File: config.mk
export PLATFORM = sky130hd
export DESIGN_NAME = cla_seq_adder
export DESIGN_NICKNAME = d
export VERILOG_FILES = /design/src/rtl/cla_pkg.sv /design/src/rtl/cla_slice.sv /design/src/rtl/cla_seq_adder.sv
export SDC_FILE = /design/constraint.sdc
export NUM_CORES = 1
export LEC_CHECK = 0
export ABC_AREA = 1
export BUFFER_PORTS_ARGS = -buffer_cell sky130_fd_sc_hd__buf_2
export CORE_UTILIZATION = 60
export CTS_BUF_LIST = sky130_fd_sc_hd__clkbuf_8
export CTS_CLUSTER_SIZE = 40
export DETAILED_ROUTE_END_ITERATION = 10
export GPL_TIMING_DRIVEN = 0
export HOLD_SLACK_MARGIN = 0.08
export PLACE_DENSITY = 0.84
export SLEW_MARGIN = 20
export SYNTH_ARGS = -nofsm -noshare
export SYNTH_HDL_FRONTEND = slang
export SYNTH_SLANG_ARGS = --single-unit
File: constraint.sdc
create_clock -name clk -period 6.2 [get_ports clk]
set_input_delay 1.86 -clock clk [delete_from_list [all_inputs] [get_ports clk]]
set_output_delay 1.86 -clock clk [all_outputs]
set_load 0.01 [all_outputs]
File: src/rtl/cla_pkg.sv
// Shared definitions for the sequential carry-lookahead adder.
//   state_t : FSM encoding (IDLE -> RUN -> DONE -> IDLE)
//   nslice  : number of SLICE-bit steps needed to cover WIDTH bits
package cla_pkg;

  typedef enum logic [1:0] {
    ST_IDLE = 2'd0,
    ST_RUN  = 2'd1,
    ST_DONE = 2'd2
  } state_t;

  // A degenerate slice width returns 1 so that a bad parameter reaches the
  // elaboration check in the top instead of dividing by zero here.
  function automatic int nslice(input int width, input int slice);
    if (slice < 1) return 1;
    return width / slice;
  endfunction

endpackage

File: src/rtl/cla_slice.sv
// Combinational SLICE-bit carry-lookahead adder slice.
// Ports:
//   a, b  : slice operands
//   cin   : carry into bit 0
//   s     : slice sum
//   cout  : carry out of the top bit
//   c_msb : carry into the top bit (used for two's-complement overflow)
module cla_slice #(
  parameter int SLICE = 4
) (
  input  logic [SLICE-1:0] a,
  input  logic [SLICE-1:0] b,
  input  logic             cin,
  output logic [SLICE-1:0] s,
  output logic             cout,
  output logic             c_msb
);

  logic [SLICE-1:0] g;
  logic [SLICE-1:0] p;
  logic [SLICE:0]   c;

  assign g = a & b;
  assign p = a ^ b;

  // Every carry is a flat sum of products of g/p/cin, so no carry depends on
  // the carry below it: c[i+1] = g[i] | p[i]g[i-1] | ... | p[i..0]cin.
  always_comb begin
    logic term;
    logic carry;
    c    = '0;
    c[0] = cin;
    for (int i = 0; i < SLICE; i++) begin
      term = cin;
      for (int j = 0; j <= i; j++) term = term & p[j];
      carry = term;
      for (int j = 0; j <= i; j++) begin
        term = g[j];
        for (int k = j + 1; k <= i; k++) term = term & p[k];
        carry = carry | term;
      end
      c[i+1] = carry;
    end
  end

  assign s     = p ^ c[SLICE-1:0];
  assign cout  = c[SLICE];
  assign c_msb = c[SLICE-1];

endmodule

File: src/rtl/cla_seq_adder.sv
// Multi-cycle carry-lookahead adder/subtractor with optional accumulator.
// One SLICE-bit slice is added per clock; the slice carry is registered
// between cycles. The result is held until the consumer takes it.
//
// Handshake: a transfer happens on a rising clock edge where both valid and
// ready are high. in_ready is high only in IDLE; out_valid is high only in
// DONE. Neither depends combinationally on the opposite-side input.
//
// Ports:
//   clk, rst_n          : clock, asynchronous active-low reset
//   in_valid / in_ready : operand handshake
//   a, b, cin, sub      : operands; sub=1 computes a + ~b + 1 (cin ignored)
//   acc_mode            : accumulator replaces a; result written back to it
//   acc_clr             : clear accumulator (IDLE only; wins over same-cycle accept)
//   out_valid/out_ready : result handshake
//   sum, cout, ovf, zero: result and flags, valid while out_valid=1
//   state               : current FSM state (debug)
module cla_seq_adder
  import cla_pkg::*;
#(
  parameter int WIDTH = 16,
  parameter int SLICE = 4
) (
  input  logic             clk,
  input  logic             rst_n,
  input  logic             in_valid,
  output logic             in_ready,
  input  logic [WIDTH-1:0] a,
  input  logic [WIDTH-1:0] b,
  input  logic             cin,
  input  logic             sub,
  input  logic             acc_mode,
  input  logic             acc_clr,
  output logic             out_valid,
  input  logic             out_ready,
  output logic [WIDTH-1:0] sum,
  output logic             cout,
  output logic             ovf,
  output logic             zero,
  output state_t           state
);

  localparam int NSLICE = nslice(WIDTH, SLICE);
  localparam int IDXW   = (NSLICE > 1) ? $clog2(NSLICE) : 1;

  if ((SLICE < 1) || (SLICE > WIDTH) || ((WIDTH % SLICE) != 0)) begin : g_bad_param
    $error("cla_seq_adder: WIDTH must be a positive multiple of SLICE");
  end

  state_t            state_q;
  state_t            state_d;
  logic [IDXW-1:0]   idx_q;
  logic [WIDTH-1:0]  op_a_q;
  logic [WIDTH-1:0]  op_b_q;
  logic              carry_q;
  logic              acc_mode_q;
  logic [WIDTH-1:0]  acc_q;
  logic [WIDTH-1:0]  work_q;
  logic [WIDTH-1:0]  sum_q;
  logic              cout_q;
  logic              ovf_q;
  logic              zero_q;

  logic              accept;
  logic              last;
  logic [31:0]       base;
  logic [SLICE-1:0]  slice_a;
  logic [SLICE-1:0]  slice_b;
  logic [SLICE-1:0]  slice_s;
  logic              slice_cout;
  logic              slice_c_msb;
  logic [WIDTH-1:0]  sum_next;
  logic [WIDTH-1:0]  acc_eff;

  // ---------------- FSM ----------------
  always_ff @(posedge clk or negedge rst_n) begin
    if (!rst_n) state_q <= ST_IDLE;
    else        state_q <= state_d;
  end

  always_comb begin
    state_d   = state_q;
    in_ready  = 1'b0;
    out_valid = 1'b0;
    case (state_q)
      ST_IDLE: begin
        in_ready = 1'b1;
        if (in_valid) state_d = ST_RUN;
      end
      ST_RUN: begin
        if (last) state_d = ST_DONE;
      end
      ST_DONE: begin
        out_valid = 1'b1;
        if (out_ready) state_d = ST_IDLE;
      end
      default: state_d = ST_IDLE;
    endcase
  end

  assign accept = (state_q == ST_IDLE) && in_valid;
  assign last   = (idx_q == IDXW'(NSLICE - 1));
  assign state  = state_q;

  // ---------------- slice datapath ----------------
  assign base    = 32'(idx_q) * 32'(SLICE);
  assign slice_a = op_a_q[base +: SLICE];
  assign slice_b = op_b_q[base +: SLICE];

  cla_slice #(.SLICE(SLICE)) u_slice (
    .a     (slice_a),
    .b     (slice_b),
    .cin   (carry_q),
    .s     (slice_s),
    .cout  (slice_cout),
    .c_msb (slice_c_msb)
  );

  // Lower slices are already in work_q when the last slice completes, so this
  // is the full result on the final RUN cycle.
  always_comb begin
    sum_next = work_q;
    sum_next[base +: SLICE] = slice_s;
  end

  // A clear in the accepting cycle takes effect before the operand is latched.
  assign acc_eff = acc_clr ? '0 : acc_q;

  always_ff @(posedge clk or negedge rst_n) begin
    if (!rst_n) begin
      idx_q      <= '0;
      op_a_q     <= '0;
      op_b_q     <= '0;
      carry_q    <= 1'b0;
      acc_mode_q <= 1'b0;
      acc_q      <= '0;
      work_q     <= '0;
      sum_q      <= '0;
      cout_q     <= 1'b0;
      ovf_q      <= 1'b0;
      zero_q     <= 1'b0;
    end else begin
      case (state_q)
        ST_IDLE: begin
          if (acc_clr) acc_q <= '0;
          if (accept) begin
            op_a_q     <= acc_mode ? acc_eff : a;
            op_b_q     <= sub ? ~b : b;
            carry_q    <= sub ? 1'b1 : cin;
            acc_mode_q <= acc_mode;
            idx_q      <= '0;
          end
        end
        ST_RUN: begin
          work_q  <= sum_next;
          carry_q <= slice_cout;
          if (last) begin
            sum_q  <= sum_next;
            cout_q <= slice_cout;
            ovf_q  <= slice_cout ^ slice_c_msb;
            zero_q <= (sum_next == '0);
            if (acc_mode_q) acc_q <= sum_next;
          end else begin
            idx_q <= idx_q + 1'b1;
          end
        end
        default: ;
      endcase
    end
  end

  assign sum  = sum_q;
  assign cout = cout_q;
  assign ovf  = ovf_q;
  assign zero = zero_q;

endmodule

==> impl_table.tex, run 1 <==
\begin{tabular}{lr}
\hline
Metric & Value \\
\hline
\multicolumn{2}{l}{\textbf{Run status}} \\
\quad Status & finished clean \\
\multicolumn{2}{l}{\textbf{Floorplan}} \\
\quad Starting density of the core & 62.9\% \\
\quad Area enclosed by the die boundary & 8090 sq um \\
\quad Die Height & 89.9 um \\
\quad Die Span X & 89.9 um \\
\quad Number of top-level pins & 63 \\
\quad Core region area & 7370 sq um \\
\quad Number of standard-cell rows in the floorplan & 31 \\
\multicolumn{2}{l}{\textbf{Setup path}} \\
\quad WP data required & 6460 ps \\
\quad Critical Path End Type & flip-flop \\
\quad Data arrival, critical path & 3510 ps \\
\quad Critical path startpoint category & flip-flop \\
\quad Largest driver fanout on the critical path & 12 \\
\quad Kind of critical path & flip-flop to flip-flop \\
\multicolumn{2}{l}{\textbf{Final layout}} \\
\quad Leading cell types in the layout, fill and taps excluded & sky130\_fd\_sc\_hd\_\_nand2\_1, sky130\_fd\_sc\_hd\_\_dfrtp\_1, sky130\_fd\_sc\_hd\_\_buf\_2 \\
\quad FILL cells & 626 \\
\quad Final nets & 716 \\
\quad Share of final-layout standard cells stronger than drive strength 1 & 16.4\% \\
\quad P\&R area growth vs syn & 13.6\% \\
\quad Most common library cell in the layout ignoring fill and taps & sky130\_fd\_sc\_hd\_\_nand2\_1 \\
\quad Number of diodes & 0 \\
\multicolumn{2}{l}{\textbf{Synthesis}} \\
\quad Fraction of the mapped netlist area in compound gates & 14.6\% \\
\quad Warning count from the yosys run & 0 \\
\quad Area of the mapped netlist & 4640 sq um \\
\quad Arithmetic-cell share of the synthesized area counting full adders, half adders and majority gates & 3.40\% \\
\quad Yosys reg bits & 89 \\
\quad Mean post-synth cell area & 7.83 sq um \\
\quad Largest family of logic cells by synthesized area & simple AND/OR/NAND/NOR gates \\
\quad Post-synthesis cell count & 592 \\
\quad Synth Net Count & 644 \\
\quad Simple logic cell fraction of the synthesized area & 24.2\% \\
\quad Post-synthesis mux area share & 0\% \\
\quad Synthesized-area fraction occupied by xor and xnor cells & 3.02\% \\
\quad Fraction of the yosys area taken by sequential cells & 48.0\% \\
\quad Number of different library cells in the post-synthesis netlist & 31 \\
\multicolumn{2}{l}{\textbf{GRT}} \\
\quad Tot GR Track Use & 31.1\% \\
\quad Via count of the first global-routing pass & 4141 \\
\quad Antenna violations before repair & 0 \\
\quad First-pass GRT wire length & 19700 um \\
\quad Sum of overflow across all layers after global routing & 0 \\
\quad Largest net degree at the start of global routing & 58 \\
\multicolumn{2}{l}{\textbf{STA}} \\
\quad Measured slew at the worst slew-check pin & 649 ps \\
\quad Total Neg Setup Slack & 0 ps \\
\quad Number of endpoints failing setup at the final stage & 0 \\
\quad Setup WS post-layout & 2950 ps \\
\quad Final Slew Violations & 0 \\
\quad Timing-limited maximum frequency & 308 MHz \\
\quad Smallest hold slack & 479 ps \\
\quad Worst slew margin & 56.7\% \\
\quad Final Critical Period & 3250 ps \\
\quad Final cycle utilization of the critical path & 52.4\% \\
\quad Unrepaired setup endpoints after global routing & no \\
\quad Clk\_skew & 15.8 ps \\
\quad Hold violation total from the final report & 0 \\
\multicolumn{2}{l}{\textbf{Power}} \\
\quad Final total power & 2940 uW \\
\quad Max IR drop VDD & 0.282 mV \\
\quad Standby leakage power & 0.00275 uW \\
\quad Power density over cell area & 558 nW/um\^{}2 \\
\multicolumn{2}{l}{\textbf{Worst hold path}} \\
\quad Tightest Hold Check Type & flip-flop to flip-flop \\
\multicolumn{2}{l}{\textbf{Clock tree}} \\
\quad Clock transition at the registers of the reported paths & 80 ps \\
\quad Cts bufs inserted & 9 \\
\quad H-tree levels & 3 \\
\quad Total of cells resized after clock tree synthesis & 0 \\
\quad CTS tree & yes \\
\quad Clock root buffer & sky130\_fd\_sc\_hd\_\_clkbuf\_8 \\
\quad Postcts setup bufs & 0 \\
\quad Clock latency reported for the late side of the worst-skew pair & 370 ps \\
\quad Clk sinks & 89 \\
\quad CTS max path bufs & 2 \\
\quad Total of hold buffers inserted after clock tree synthesis & 0 \\
\multicolumn{2}{l}{\textbf{Place}} \\
\quad Worst slack at placement & 3030 ps \\
\quad Number of I/O port buffers & 60 \\
\quad Post-detail-place hpwl & 8810 um \\
\quad Final weighted congestion in routability-driven placement & 0.945 \\
\multicolumn{2}{l}{\textbf{Drt}} \\
\quad First-pass iteration count of the detailed router & 5 \\
\quad DR DRC count & 0 \\
\quad Number of design-rule violations left by the first detailed-router iteration & 353 \\
\quad Count of antenna-violating nets left after detailed routing & 0 \\
\quad Average routed wire per standard cell & 15.4 um \\
\quad Total via count after detailed routing & 4304 \\
\quad Mean number of vias per cell & 5.60 \\
\quad Final Routed Wirelength & 11800 um \\
\multicolumn{2}{l}{\textbf{Run}} \\
\quad Number of maximum-capacitance violations & 0 \\
\hline
\end{tabular}
[final timing paths]
check / cells past startpoint / start / to / slack, ps
worst max-delay path: 16 / idx_q[0] / zero / 2950
worst min-delay path: 2 / sum[7] / sum[7] / 480
worst max register to register: 16 / idx_q[0] / zero / 2950
worst min register to register: 2 / sum[7] / sum[7] / 480
max in group asynchronous: 2 / rst_n / acc_q[7] / 4160
min in group asynchronous: 1 / rst_n / op_b_q[15] / 1420
[per-layer routing]
layer	global-route usage, %	routed length (um)	vias up
li1	-	-	2048
met1	41.7	5140	2025
met2	49.0	5470	208
met3	7.02	897	23
met4	12.9	288	0
met5	0	0	-
[synth_stat cells, drive strengths merged]
cell | count | area share, %
a32oi | 2 | 0.38
dfrtp | 89 | 48
xnor2 | 16 | 3.0
buf | 13 | 1.4
nand3b | 1 | 0.16
fa | 1 | 0.43
o31ai | 1 | 0.16
clkinv | 2 | 0.16
nor2 | 70 | 6.0
ha | 11 | 3.0
and2 | 1 | 0.13
nand2 | 173 | 15
clkbuf | 14 | 1.1
a31oi | 3 | 0.40
o22ai | 8 | 1.1
o21ai | 47 | 5.2
nand3 | 20 | 2.6
a21oi | 62 | 7.0
o211ai | 1 | 0.16
nand4 | 5 | 0.67
or2 | 1 | 0.13
o21a | 1 | 0.16
inv | 50 | 4.0
[critical path, cell delays in order, from the launching register on]
cell,delay [ps]
sky130_fd_sc_hd__dfrtp_1,420
sky130_fd_sc_hd__buf_4,190
sky130_fd_sc_hd__inv_1,220
sky130_fd_sc_hd__buf_1,540
sky130_fd_sc_hd__o21ai_0,170
sky130_fd_sc_hd__o22ai_1,230
sky130_fd_sc_hd__ha_1,330
sky130_fd_sc_hd__nand3_1,110
sky130_fd_sc_hd__nand4_1,160
sky130_fd_sc_hd__nand2_1,160
sky130_fd_sc_hd__nand2_2,80
sky130_fd_sc_hd__nor2_4,130
sky130_fd_sc_hd__nand2_1,80
sky130_fd_sc_hd__nand2_2,110
sky130_fd_sc_hd__nor2_1,60
sky130_fd_sc_hd__nand3_1,90
sky130_fd_sc_hd__nand2_1,60
[kinds of logic (layout without fill, tap and decap cells)]
group,count (synthesis),count (layout)
AND/OR/NAND/NOR,271,271
XOR/XNOR,16,16
buffers and inverters,79,156
AO/OA/AOI/OAI,125,125
adder cells (fa/ha/maj),12,12
flip-flops,89,89
[state kept, by name (all words and copies together) (netlist names)]
signal	flops
sum	16
carry_q	1
ovf	1
idx_q	2
state	2
work_q	16
cout	1
op_a_q	16
acc_q	16
op_b_q	16
acc_mode_q	1
zero	1
[power by group]
group | leakage, uW | internal, uW | switching (uW) | total, uW
registers | 0.00113 | 832 | 157 | 989
logic | 0.00152 | 527 | 1060 | 1590
clock network | 0.0000991 | 163 | 202 | 365
total | 0.00275 | 1520 | 1420 | 2940
[metrics by stage]
stage                     area [sq um]  utilization [%]  instances
after floorplan                   4640                -        592
after global placement            5060             68.7        751
after detailed placement          5090             69.1        752
after CTS                         5270             71.5        768
after global routing              5270             71.5        768
final                             5270             71.5        768
[area by class of cell]
type                    count  area (sq um)  share of cell area (%)
well taps                  99           124                    2.35
clock inverters             5          23.8                   0.451
multi-input cells         424          2100                    39.8
flip-flops and latches     89          2230                    42.3
repair buffers             61           330                    6.27
plain buffers              27           118                    2.23
clock buffers              11           151                    2.87
inverters                  52           195                    3.71
No activity file was read; power rests on OpenSTA's default activity.
==> run 2, diff against run 1 <==
Clock period 6.2 ns to 3.04 ns, I/O delays scaled along.
==> run 2 against run 1 <==
First-iteration DRC count rose by 2.8%. Power rose by 110%. Sequential share of layout area fell by 0.32 points. Clock power rose by 100%. Die area did not move. Setup slack got worse by 2700 ps. Cell count rose by 0.26%. Count of clock-buffer cells in the layout did not move. Worst hold slack got worse by 0.83 ps. Sequential power rose by 100%.
==> impl_table.tex, run 2 (synthesis results as in run 1) <==
\begin{tabular}{lr}
\hline
Metric & Value \\
\hline
\multicolumn{2}{l}{\textbf{Floorplan}} \\
\quad Number of top-level pins & 63 (unchanged) \\
\quad Starting density of the core & 62.9\% (unchanged) \\
\quad Die Span X & 89.9 um (unchanged) \\
\quad Die Height & 89.9 um (unchanged) \\
\quad Area enclosed by the die boundary & 8090 sq um (unchanged) \\
\quad Core region area & 7370 sq um (unchanged) \\
\quad Number of standard-cell rows in the floorplan & 31 (unchanged) \\
\multicolumn{2}{l}{\textbf{Power}} \\
\quad Power density over cell area & 1140 nW/um\^{}2 (+100\%) \\
\quad Max IR drop VDD & 0.569 mV (+100\%) \\
\quad Final total power & 6060 uW (+110\%) \\
\quad Standby leakage power & 0.00276 uW (+0.63\%) \\
\multicolumn{2}{l}{\textbf{STA}} \\
\quad Setup WS post-layout & 216 ps (-2730 ps) \\
\quad Clk\_skew & 12.5 ps (-3.37 ps) \\
\quad Worst slew margin & 65.6\% (+8.9 points) \\
\quad Smallest hold slack & 479 ps (-0.834 ps) \\
\quad Final cycle utilization of the critical path & 92.9\% (+40 points) \\
\quad Final Slew Violations & 0 (unchanged) \\
\quad Number of endpoints failing setup at the final stage & 0 (unchanged) \\
\quad Timing-limited maximum frequency & 354 MHz (+15\%) \\
\quad Final Critical Period & 2820 ps (-426 ps) \\
\quad Hold violation total from the final report & 0 (unchanged) \\
\quad Measured slew at the worst slew-check pin & 516 ps (-134 ps) \\
\multicolumn{2}{l}{\textbf{Drt}} \\
\quad First-pass iteration count of the detailed router & 7 (+2) \\
\quad DR WL met2 & 5440 um (-0.60\%) \\
\quad DR DRC count & 0 (unchanged) \\
\quad Final Routed Wirelength & 11800 um (+0.16\%) \\
\quad Met3 Routed Length & 839 um (-6.5\%) \\
\quad Average routed wire per standard cell & 15.3 um (about the same) \\
\quad Number of design-rule violations left by the first detailed-router iteration & 363 (+2.8\%) \\
\quad Total via count after detailed routing & 4273 (-0.72\%) \\
\quad Count of antenna-violating nets left after detailed routing & 0 (unchanged) \\
\quad Mean number of vias per cell & 5.55 (-0.98\%) \\
\quad Uppermost metal layer occupied by signal nets & met4 \\
\quad Met1 Routed Length & 5210 um (+1.5\%) \\
\multicolumn{2}{l}{\textbf{Setup path}} \\
\quad R2R setup slack & 220 ps (-2730 ps) \\
\quad Largest driver fanout on the critical path & 12 (unchanged) \\
\quad Kind of critical path & flip-flop to flip-flop \\
\quad Critical Path End Type & flip-flop \\
\quad Startpoint of the worst-slack reg-to-reg timing path & idx\_q[0] \\
\quad Delay of the slowest cell on the worst path & 410 ps (-130 ps) \\
\quad Cell-by-cell trace of the critical path & buf\_6, clkinvlp\_4, buf\_4, o21ai\_0, o22ai\_1, ha\_1, nand3\_1, nand4\_1, nand2\_2, nand2\_2, nor2\_4, nand2\_1, nand2\_2, nor2\_1, nand3\_1, nand2\_1 \\
\quad R2r endpoint & zero \\
\quad WP data required & 3300 ps (-3160 ps) \\
\quad Library cell contributing the largest single delay on the critical path & sky130\_fd\_sc\_hd\_\_dfrtp\_1 \\
\quad Critical path startpoint category & flip-flop \\
\quad Number of cell instances on the worst register-to-register path & 16 (unchanged) \\
\quad Data arrival, critical path & 3080 ps (-430 ps) \\
\quad Worst path most repeated cell & sky130\_fd\_sc\_hd\_\_nand2\_2 \\
\multicolumn{2}{l}{\textbf{Place}} \\
\quad Area post-placement & 5090 sq um (unchanged) \\
\quad Post-detail-place hpwl & 8810 um (unchanged) \\
\quad Final weighted congestion in routability-driven placement & 0.945 (unchanged) \\
\quad Number of I/O port buffers & 60 (unchanged) \\
\quad Worst slack at placement & -127 ps (-3160 ps) \\
\multicolumn{2}{l}{\textbf{Final layout}} \\
\quad Most common library cell in the layout ignoring fill and taps & sky130\_fd\_sc\_hd\_\_nand2\_1 \\
\quad P\&R area growth vs syn & 14.5\% \\
\quad Final nets & 718 (+0.28\%) \\
\quad Leading cell types in the layout, fill and taps excluded & sky130\_fd\_sc\_hd\_\_nand2\_1, sky130\_fd\_sc\_hd\_\_dfrtp\_1, sky130\_fd\_sc\_hd\_\_nor2\_1, sky130\_fd\_sc\_hd\_\_buf\_2, sky130\_fd\_sc\_hd\_\_a21oi\_1 \\
\quad Number of diodes & 0 (unchanged) \\
\quad Post-route cell area & 5310 sq um (+0.81\%) \\
\quad Share of final-layout standard cells stronger than drive strength 1 & 17.7\% (+1.3 points) \\
\quad End-of-flow core utilization & 72.1\% (+0.58 points) \\
\multicolumn{2}{l}{\textbf{Clock tree}} \\
\quad Cts bufs inserted & 9 (unchanged) \\
\quad CTS max path bufs & 2 (unchanged) \\
\quad Clock transition at the registers of the reported paths & 80 ps (about the same) \\
\quad Clock latency reported for the late side of the worst-skew pair & 360 ps (about the same) \\
\quad Total of hold buffers inserted after clock tree synthesis & 0 (unchanged) \\
\quad Clock root buffer & sky130\_fd\_sc\_hd\_\_clkbuf\_8 \\
\quad H-tree levels & 3 (unchanged) \\
\quad Clk sinks & 89 (unchanged) \\
\quad CTS tree & yes \\
\multicolumn{2}{l}{\textbf{GRT}} \\
\quad Antenna violations before repair & 0 (unchanged) \\
\quad Largest net degree at the start of global routing & 58 (unchanged) \\
\quad Tot GR Track Use & 31.1\% (unchanged) \\
\quad Via count of the first global-routing pass & 4137 (-0.097\%) \\
\quad First-pass GRT wire length & 19700 um (about the same) \\
\quad Sum of overflow across all layers after global routing & 0 (unchanged) \\
\multicolumn{2}{l}{\textbf{Run}} \\
\quad Number of maximum-capacitance violations & 0 (unchanged) \\
\multicolumn{2}{l}{\textbf{Run status}} \\
\quad Status & finished clean \\
\multicolumn{2}{l}{\textbf{Worst hold path}} \\
\quad Tightest Hold Check Type & primary input to async pin \\
\hline
\end{tabular}
==> run 2: final cells by class <==
class,instances,area [sq um]
plain buffers,27,130
fillers,617,2060
clock inverters,5,23.8
well taps,99,124
flip-flops and latches,89,2230
inverters,52,199
multi-input cells,424,2110
clock buffers,11,151
repair buffers,63,345
==> run 2: routing by layer <==
layer	vias up	GRT usage [%]
li1	2050	-
met1	2002	41.8
met2	191	49.0
met3	30	6.85
met4	0	13.0
met5	-	0
==> run 2: how the worst max path moves through the flow <==
stage	start	end	slack, ps	cells past startpoint
CTS	idx_q[1]	zero	70	15
finish	idx_q[0]	zero	220	16
global placement	idx_q[0]	zero	20	16
floorplan	idx_q[0]	zero	580	16
global route	idx_q[0]	zero	-3	16
detailed placement	idx_q[0]	zero	-130	16
==> run 2: report_power, final <==
group          leakage [uW]  switching, uW  internal [uW]
clock network     0.0000991            409            332
registers           0.00113            316           1700
logic               0.00154           2180           1120
total               0.00276           2910           3150
==> run 2: per-stage QoR <==
stage          TNS, ps  instances
4_1_cts              0        768
6_report             0        770
5_1_grt          -3.40        770
3_3_place_gp         0        751
2_1_floorplan        0        592
3_5_place_dp      -552        752
==> run 2: timing repair <==
item | CTS | global route
endpoints found under the setup margin | 14 | 24
pin swaps | 0 | 2
buffers inserted | 0 | 2
gates resized for setup | 1 | 13
==> run 2: critical path: cells and delay by family (launching register included) <==
family	cells	cell delay, ps
buffers and inverters	3	610
AO/OA/AOI/OAI	2	290
adder cells (fa/ha/maj)	1	380
AND/OR/NAND/NOR	10	1040
flip-flops	1	410
